<file path="src/rtl/haze_pkg.sv">
// rtl/haze_pkg.sv - shared widths, pixel type and FSM encoding for the haze-removal pipeline
package haze_pkg;

    localparam int DATA_W = 8;
    localparam int IDX_W  = 20;

    typedef struct packed {
        logic [DATA_W-1:0] r;
        logic [DATA_W-1:0] g;
        logic [DATA_W-1:0] b;
    } pixel_t;

    typedef enum logic {
        IDLE  = 1'b0,
        ACCUM = 1'b1
    } state_t;

endpackage

</file>
<file path="src/rtl/atmospheric_light_estimator_if.sv">
// rtl/atmospheric_light_estimator_if.sv - pixel input beat and frame result bundle
interface atmospheric_light_estimator_if;
    import haze_pkg::*;

    logic              in_valid;
    logic              in_sof;
    logic              in_eof;
    logic [DATA_W-1:0] in_dark;
    logic [DATA_W-1:0] in_r;
    logic [DATA_W-1:0] in_g;
    logic [DATA_W-1:0] in_b;
    logic              out_valid;
    logic [DATA_W-1:0] out_a_r;
    logic [DATA_W-1:0] out_a_g;
    logic [DATA_W-1:0] out_a_b;
    logic [DATA_W-1:0] out_dark_max;
    logic [IDX_W-1:0]  out_idx;
    logic              busy;
    logic              frame_err;

    modport master (
        output in_valid, in_sof, in_eof, in_dark, in_r, in_g, in_b,
        input  out_valid, out_a_r, out_a_g, out_a_b, out_dark_max, out_idx, busy, frame_err
    );

    modport slave (
        input  in_valid, in_sof, in_eof, in_dark, in_r, in_g, in_b,
        output out_valid, out_a_r, out_a_g, out_a_b, out_dark_max, out_idx, busy, frame_err
    );

endinterface

</file>
<file path="src/rtl/argmax_reg.sv">
// rtl/argmax_reg.sv - compare-and-capture register keeping the largest value, its payload and index
module argmax_reg
    import haze_pkg::*;
(
    input  logic              clk,
    input  logic              rst_n,
    input  logic              load,
    input  logic              cand_valid,
    input  logic [DATA_W-1:0] cand_value,
    input  pixel_t            cand_payload,
    input  logic [IDX_W-1:0]  cand_idx,
    output logic [DATA_W-1:0] value,
    output pixel_t            payload,
    output logic [IDX_W-1:0]  idx,
    output logic [DATA_W-1:0] value_nxt,
    output pixel_t            payload_nxt,
    output logic [IDX_W-1:0]  idx_nxt
);

    // Strict greater-than keeps the earliest pixel on ties.
    logic take;
    assign take = load | (cand_valid & (cand_value > value));

    always_comb begin
        value_nxt   = value;
        payload_nxt = payload;
        idx_nxt     = idx;
        if (take) begin
            value_nxt   = cand_value;
            payload_nxt = cand_payload;
            idx_nxt     = cand_idx;
        end
    end

    always_ff @(posedge clk or negedge rst_n) begin
        if (!rst_n) begin
            value   <= '0;
            payload <= '0;
            idx     <= '0;
        end else begin
            value   <= value_nxt;
            payload <= payload_nxt;
            idx     <= idx_nxt;
        end
    end

endmodule

</file>
<file path="src/rtl/atmospheric_light_estimator.sv">
// rtl/atmospheric_light_estimator.sv - per-frame brightest dark-channel pixel tracker publishing atmospheric light
module atmospheric_light_estimator
    import haze_pkg::*;
(
    input  logic                           clk,
    input  logic                           rst_n,
    atmospheric_light_estimator_if.slave   bus
);

    localparam logic [IDX_W-1:0] IDX_MAX = '1;

    state_t            state, state_nxt;
    logic [IDX_W-1:0]  cnt, cnt_nxt;
    logic              cnt_full, cnt_full_nxt;
    logic              load, cand_valid, publish, err;
    logic [IDX_W-1:0]  cand_idx;

    pixel_t            cand_px, best_px, best_px_nxt;
    logic [DATA_W-1:0] best_val, best_val_nxt;
    logic [IDX_W-1:0]  best_idx, best_idx_nxt;

    logic              out_valid_q, frame_err_q;
    pixel_t            out_a_q;
    logic [DATA_W-1:0] out_dark_q;
    logic [IDX_W-1:0]  out_idx_q;

    assign cand_px = '{r: bus.in_r, g: bus.in_g, b: bus.in_b};

    always_comb begin
        state_nxt    = state;
        cnt_nxt      = cnt;
        cnt_full_nxt = cnt_full;
        load         = 1'b0;
        cand_valid   = 1'b0;
        publish      = 1'b0;
        err          = 1'b0;
        cand_idx     = cnt;
        if (bus.in_valid) begin
            if (bus.in_sof) begin
                // A sof restarts the frame from this beat regardless of state.
                load         = 1'b1;
                cand_idx     = '0;
                cnt_nxt      = IDX_W'(1);
                cnt_full_nxt = 1'b0;
                err          = (state == ACCUM);
                publish      = bus.in_eof;
                state_nxt    = bus.in_eof ? IDLE : ACCUM;
            end else if (state == IDLE) begin
                err = 1'b1;
            end else begin
                cand_valid = 1'b1;
                // Once index IDX_MAX has been handed out, further beats reuse it and flag an error.
                if (cnt == IDX_MAX) begin
                    err          = cnt_full;
                    cnt_full_nxt = 1'b1;
                end else begin
                    cnt_nxt = cnt + IDX_W'(1);
                end
                if (bus.in_eof) begin
                    publish   = 1'b1;
                    state_nxt = IDLE;
                end
            end
        end
    end

    argmax_reg u_argmax (
        .clk          (clk),
        .rst_n        (rst_n),
        .load         (load),
        .cand_valid   (cand_valid),
        .cand_value   (bus.in_dark),
        .cand_payload (cand_px),
        .cand_idx     (cand_idx),
        .value        (best_val),
        .payload      (best_px),
        .idx          (best_idx),
        .value_nxt    (best_val_nxt),
        .payload_nxt  (best_px_nxt),
        .idx_nxt      (best_idx_nxt)
    );

    always_ff @(posedge clk or negedge rst_n) begin
        if (!rst_n) begin
            state       <= IDLE;
            cnt         <= '0;
            cnt_full    <= 1'b0;
            out_valid_q <= 1'b0;
            out_a_q     <= '0;
            out_dark_q  <= '0;
            out_idx_q   <= '0;
            frame_err_q <= 1'b0;
        end else begin
            state       <= state_nxt;
            cnt         <= cnt_nxt;
            cnt_full    <= cnt_full_nxt;
            out_valid_q <= publish;
            frame_err_q <= frame_err_q | err;
            // Publish the post-compare winner so the eof pixel is included.
            if (publish) begin
                out_a_q    <= best_px_nxt;
                out_dark_q <= best_val_nxt;
                out_idx_q  <= best_idx_nxt;
            end
        end
    end

    assign bus.out_valid    = out_valid_q;
    assign bus.out_a_r      = out_a_q.r;
    assign bus.out_a_g      = out_a_q.g;
    assign bus.out_a_b      = out_a_q.b;
    assign bus.out_dark_max = out_dark_q;
    assign bus.out_idx      = out_idx_q;
    assign bus.busy         = (state == ACCUM);
    assign bus.frame_err    = frame_err_q;

endmodule

</file>
<file path="src/flat_wrapper.sv">
// flat-port wrapper written by rule: the top's interface ports become plain ports
module atmospheric_light_estimator_flat import haze_pkg::*;
  (clk, rst_n, bus_in_valid, bus_in_sof, bus_in_eof, bus_in_dark, bus_in_r, bus_in_g, bus_in_b, bus_out_valid, bus_out_a_r, bus_out_a_g, bus_out_a_b, bus_out_dark_max, bus_out_idx, bus_busy, bus_frame_err);
  atmospheric_light_estimator_if bus_i ();
  input  logic clk;
  input  logic rst_n;
  input wire logic [$bits(bus_i.in_valid)-1:0] bus_in_valid;
  input wire logic [$bits(bus_i.in_sof)-1:0] bus_in_sof;
  input wire logic [$bits(bus_i.in_eof)-1:0] bus_in_eof;
  input wire logic [$bits(bus_i.in_dark)-1:0] bus_in_dark;
  input wire logic [$bits(bus_i.in_r)-1:0] bus_in_r;
  input wire logic [$bits(bus_i.in_g)-1:0] bus_in_g;
  input wire logic [$bits(bus_i.in_b)-1:0] bus_in_b;
  output wire logic [$bits(bus_i.out_valid)-1:0] bus_out_valid;
  output wire logic [$bits(bus_i.out_a_r)-1:0] bus_out_a_r;
  output wire logic [$bits(bus_i.out_a_g)-1:0] bus_out_a_g;
  output wire logic [$bits(bus_i.out_a_b)-1:0] bus_out_a_b;
  output wire logic [$bits(bus_i.out_dark_max)-1:0] bus_out_dark_max;
  output wire logic [$bits(bus_i.out_idx)-1:0] bus_out_idx;
  output wire logic [$bits(bus_i.busy)-1:0] bus_busy;
  output wire logic [$bits(bus_i.frame_err)-1:0] bus_frame_err;
  assign bus_i.in_valid = bus_in_valid;
  assign bus_i.in_sof = bus_in_sof;
  assign bus_i.in_eof = bus_in_eof;
  assign bus_i.in_dark = bus_in_dark;
  assign bus_i.in_r = bus_in_r;
  assign bus_i.in_g = bus_in_g;
  assign bus_i.in_b = bus_in_b;
  assign bus_out_valid = bus_i.out_valid;
  assign bus_out_a_r = bus_i.out_a_r;
  assign bus_out_a_g = bus_i.out_a_g;
  assign bus_out_a_b = bus_i.out_a_b;
  assign bus_out_dark_max = bus_i.out_dark_max;
  assign bus_out_idx = bus_i.out_idx;
  assign bus_busy = bus_i.busy;
  assign bus_frame_err = bus_i.frame_err;
  atmospheric_light_estimator u_core (.clk(clk), .rst_n(rst_n), .bus(bus_i));
endmodule
</file>
<file path="config.mk">
export PLATFORM = sky130hd
export DESIGN_NAME = atmospheric_light_estimator_flat
export DESIGN_NICKNAME = d
export VERILOG_FILES = /design/src/rtl/haze_pkg.sv /design/src/rtl/atmospheric_light_estimator_if.sv /design/src/rtl/argmax_reg.sv /design/src/rtl/atmospheric_light_estimator.sv /design/src/flat_wrapper.sv
export SDC_FILE = /design/constraint.sdc
export NUM_CORES = 1
export LEC_CHECK = 0
export ABC_AREA = 1
export ABC_CLOCK_PERIOD_IN_PS = 2370
export CAP_MARGIN = 20
export CORE_UTILIZATION = 46
export CTS_BUF_LIST = sky130_fd_sc_hd__clkbuf_4 sky130_fd_sc_hd__clkbuf_8
export DETAILED_ROUTE_END_ITERATION = 8
export DONT_BUFFER_PORTS = 1
export GPL_ROUTABILITY_DRIVEN = 0
export PLACE_DENSITY = 0.72
export SLEW_MARGIN = 20
export SYNTH_ARGS = -nofsm -noshare
export SYNTH_HDL_FRONTEND = slang
export SYNTH_SLANG_ARGS = --single-unit
</file>
<file path="constraint.sdc">
create_clock -name clk -period 2.37 [get_ports clk]
set_clock_uncertainty 0.1 [all_clocks]
set_input_delay 0.3555 -clock clk [delete_from_list [all_inputs] [get_ports clk]]
set_output_delay 0.3555 -clock clk [all_outputs]
set_load 0.005 [all_outputs]
</file>
==> metrics.txt <==
Crit. End Element=flop; Port Buffers=0; combinational fraction of design power=18.0%; fin util=51.9%; CP required=2610 ps; slowest CP cell=dfrtp_1; cells after synthesis=787; row cnt=42; CTS root buffer=clkbuf_8; HPWL after DPL=9.18 mm; synthesized area per cell=7.94 um^2; Seq/Total Area, Yosys=51.3%; clock-pin slew on the worst setup and hold paths=70 ps; Post-Place Cell Area=6420 um^2; Synth Net Count=833; DRT Wirelength=14.0 mm; CTS buffer count=17; crit path kind=reg2reg; min Tclk post-route=2010 ps; Hold-fix buffers, CTS=2; Worst Setup Start Kind=flop; Worst VDD drop=389 uV; Max FO, Critical Path=27; antenna-violating nets left=0; die height=119 um; fmax=0.497 GHz; Worst Path Buf+Inv=2; #FFs+latches synth=128; final worst slack=359 ps; IO Pins=92; yosys warns=0; CTS H-tree lvls=4; sequential share of power=48.4%; final setup violation count=0; maxcap violations=0; Clk pwr share=33.7%; Area growth syn-to-layout=9.91%; Leak Pwr=3.59 nW; vias in the first global route=4,839; Total GRT Usage=21.2%; Initial Util=47.2%; Synth top area share=51.3%; Pre-Repair DR Iteration Count=7; Setup Buffers After CTS=0; Longest Clk Path Bufs=2; RSZ-0062 raised after global routing=false; share of post-route cells with drive strength above 1=7.40%; CP delay by family, top=simple AND/OR/NAND/NOR gates; first-pass GRT wire length=23.7 mm; largest net degree at the start of global routing=129; Fin. Hold Viols=128; CP arrival=2250 ps; Synth area leaders=dfrtp_1, nand2_1, nand3_1, inv_1, and2_1; Yosys top cell by area=dfrtp_1; Core Area=13,200 um^2; GRT overflow=0; worst skew pair latency=450 ps; die width=119 um; DR iter-0 viols=487; fillcell total=1,237; via count=4,946; fin area=6870 um^2; Post-Syn Area=6250 um^2; Slew @ Worst Pin=603 ps; initial antenna violation count=0; max_slew headroom=59.8%; outcome=complete, but fails checks; post-synthesis cell type count=31; Post-Place Worst Slack=370 ps; failing checks=negative hold slack; final net count=830; Sw Ratio=30.3%; CTS-repair resized insts=0; count of pins over their slew limit=0; Final Cycle Share=84.9%; hold slack=-503 ps; hold crit path type=in2async; Int Pwr=4.20 mW; worst path cell trace=inv_1, ha_1, nand2_1, nor2_1, a21oi_1, nand2_2, nand2_1, buf_12, nand2_1, and2_1; sw power=1.83 mW; drc violations=0; Die ar.=14,100 um^2; crit-path max cell delay=370 ps; TritonCTS clock tree=yes; clk sinks=128; setup_tns=0 ps; Ant. Diodes=0; drt wl/cell=14.3 um; CP most frequent cell=nand2_1; detailed-route vias per instance=5.08; cell area power density=877 nW/um^2
==> routing by layer <==
layer | part of all wire, % | vias up | GRT usage, %
li1 | - | 2454 | -
met1 | 45 | 2294 | 27.8
met2 | 47 | 176 | 33.2
met3 | 7.4 | 22 | 6.56
met4 | 1.5 | 0 | 7.04
met5 | 0 | - | 0
==> path summary, 6_finish.rpt <==
check	startpoint	end	slack (ps)	depth (start not counted)
worst min-delay path	rst_n	u_core.bus.out_dark_max[3]$_DFFE_PN0P_	-500	0
worst max-delay path	u_core.u_argmax.value[7]$_DFF_PN0_	u_core.u_argmax.payload[10]$_DFF_PN0_	360	10
worst max register to register	u_core.u_argmax.value[7]$_DFF_PN0_	u_core.u_argmax.payload[10]$_DFF_PN0_	360	10
worst min register to register	u_core.bus.out_a_g[3]$_DFFE_PN0P_	u_core.bus.out_a_g[3]$_DFFE_PN0P_	400	2
min in group clk	bus_in_g[4]	u_core.u_argmax.payload[12]$_DFF_PN0_	20	3
max in group asynchronous	rst_n	u_core.bus.out_a_b[3]$_DFFE_PN0P_	2510	0
==> synthesized netlist by cell type (all sizes together) <==
master / number
nand3: 108
xnor2: 1
dfrtp: 128
clkinv: 2
o22ai: 1
or2: 1
xor2: 7
buf: 17
nand2: 232
nand4: 22
and3: 20
a21oi: 4
o21ai: 25
inv: 120
and2: 32
a21o: 1
nor2: 32
clkbuf: 18
ha: 9
nor3: 7
==> logic make-up (layout without fill, tap and decap cells) <==
kind of cell	count (synthesis)	after routing	share of synthesized area, %
DFF	128	128	51.3
and+or+nand+nor	454	454	33.2
AOI/OAI and AO/OA	31	31	2.54
buffers and inverters	157	167	10.1
adders and majority gates	9	9	1.80
xor gates and xnor gates	8	8	1.12
==> placed cells by master (no fill, tap or decap), types with 2 or more instances in the layout <==
cell,instances
a21oi_1,4
and2_1,32
and3_1,20
buf_12,2
buf_4,9
bufinv_16,3
clkbuf_8,20
clkinv_2,3
clkinvlp_4,4
dfrtp_1,128
dlygate4sd3_1,2
ha_1,9
inv_1,116
inv_2,4
inv_6,2
nand2_1,225
nand2_2,6
nand3_1,107
nand4_1,22
nor2_1,32
nor3_1,5
nor3_4,2
o21ai_0,9
o21ai_1,16
xor2_1,7
==> cell type report <==
| cell class | instances | area (um^2) | area share [%] |
|---|---|---|---|
| Clock buffer | 20 | 275 | 4.01 |
| Tap cell | 176 | 220 | 3.21 |
| Timing Repair Buffer | 13 | 128 | 1.86 |
| Sequential cell | 128 | 3200 | 46.6 |
| Inverter | 122 | 459 | 6.68 |
| Clock inverter | 12 | 156 | 2.28 |
| Multi-Input combinational cell | 502 | 2430 | 35.3 |
==> power by group through the flow <==
stage,clock [mW],combinational [mW],sequential (mW)
6_report,2.03,1.08,2.91
4_1_cts,2.07,1.08,2.92
5_1_grt,2.16,1.27,2.96
2_1_floorplan,0,0.866,2.87
3_3_place_gp,0,1.04,2.94
3_5_place_dp,0,1.06,2.96
==> state kept, by name, summed over array words and instances, names as in the netlist <==
register,cells
u_core.u_argmax.payload,24
u_core.bus.out_dark_max,8
u_core.bus.out_a_r,8
u_core.bus.out_a_b,8
u_core.bus.out_idx,20
u_core.cnt_full,1
u_core.bus.busy,1
u_core.bus.frame_err,1
u_core.cnt,20
u_core.u_argmax.value,8
u_core.bus.out_a_g,8
u_core.u_argmax.idx,20
u_core.bus.out_valid,1
==> metrics by stage <==
step,instances,power [mW]
after global routing,973,6.39
after detailed placement,939,4.02
final,973,6.02
after floorplan,787,3.74
after CTS,973,6.06
after global placement,939,3.98
(Power assumes the default switching activity.)
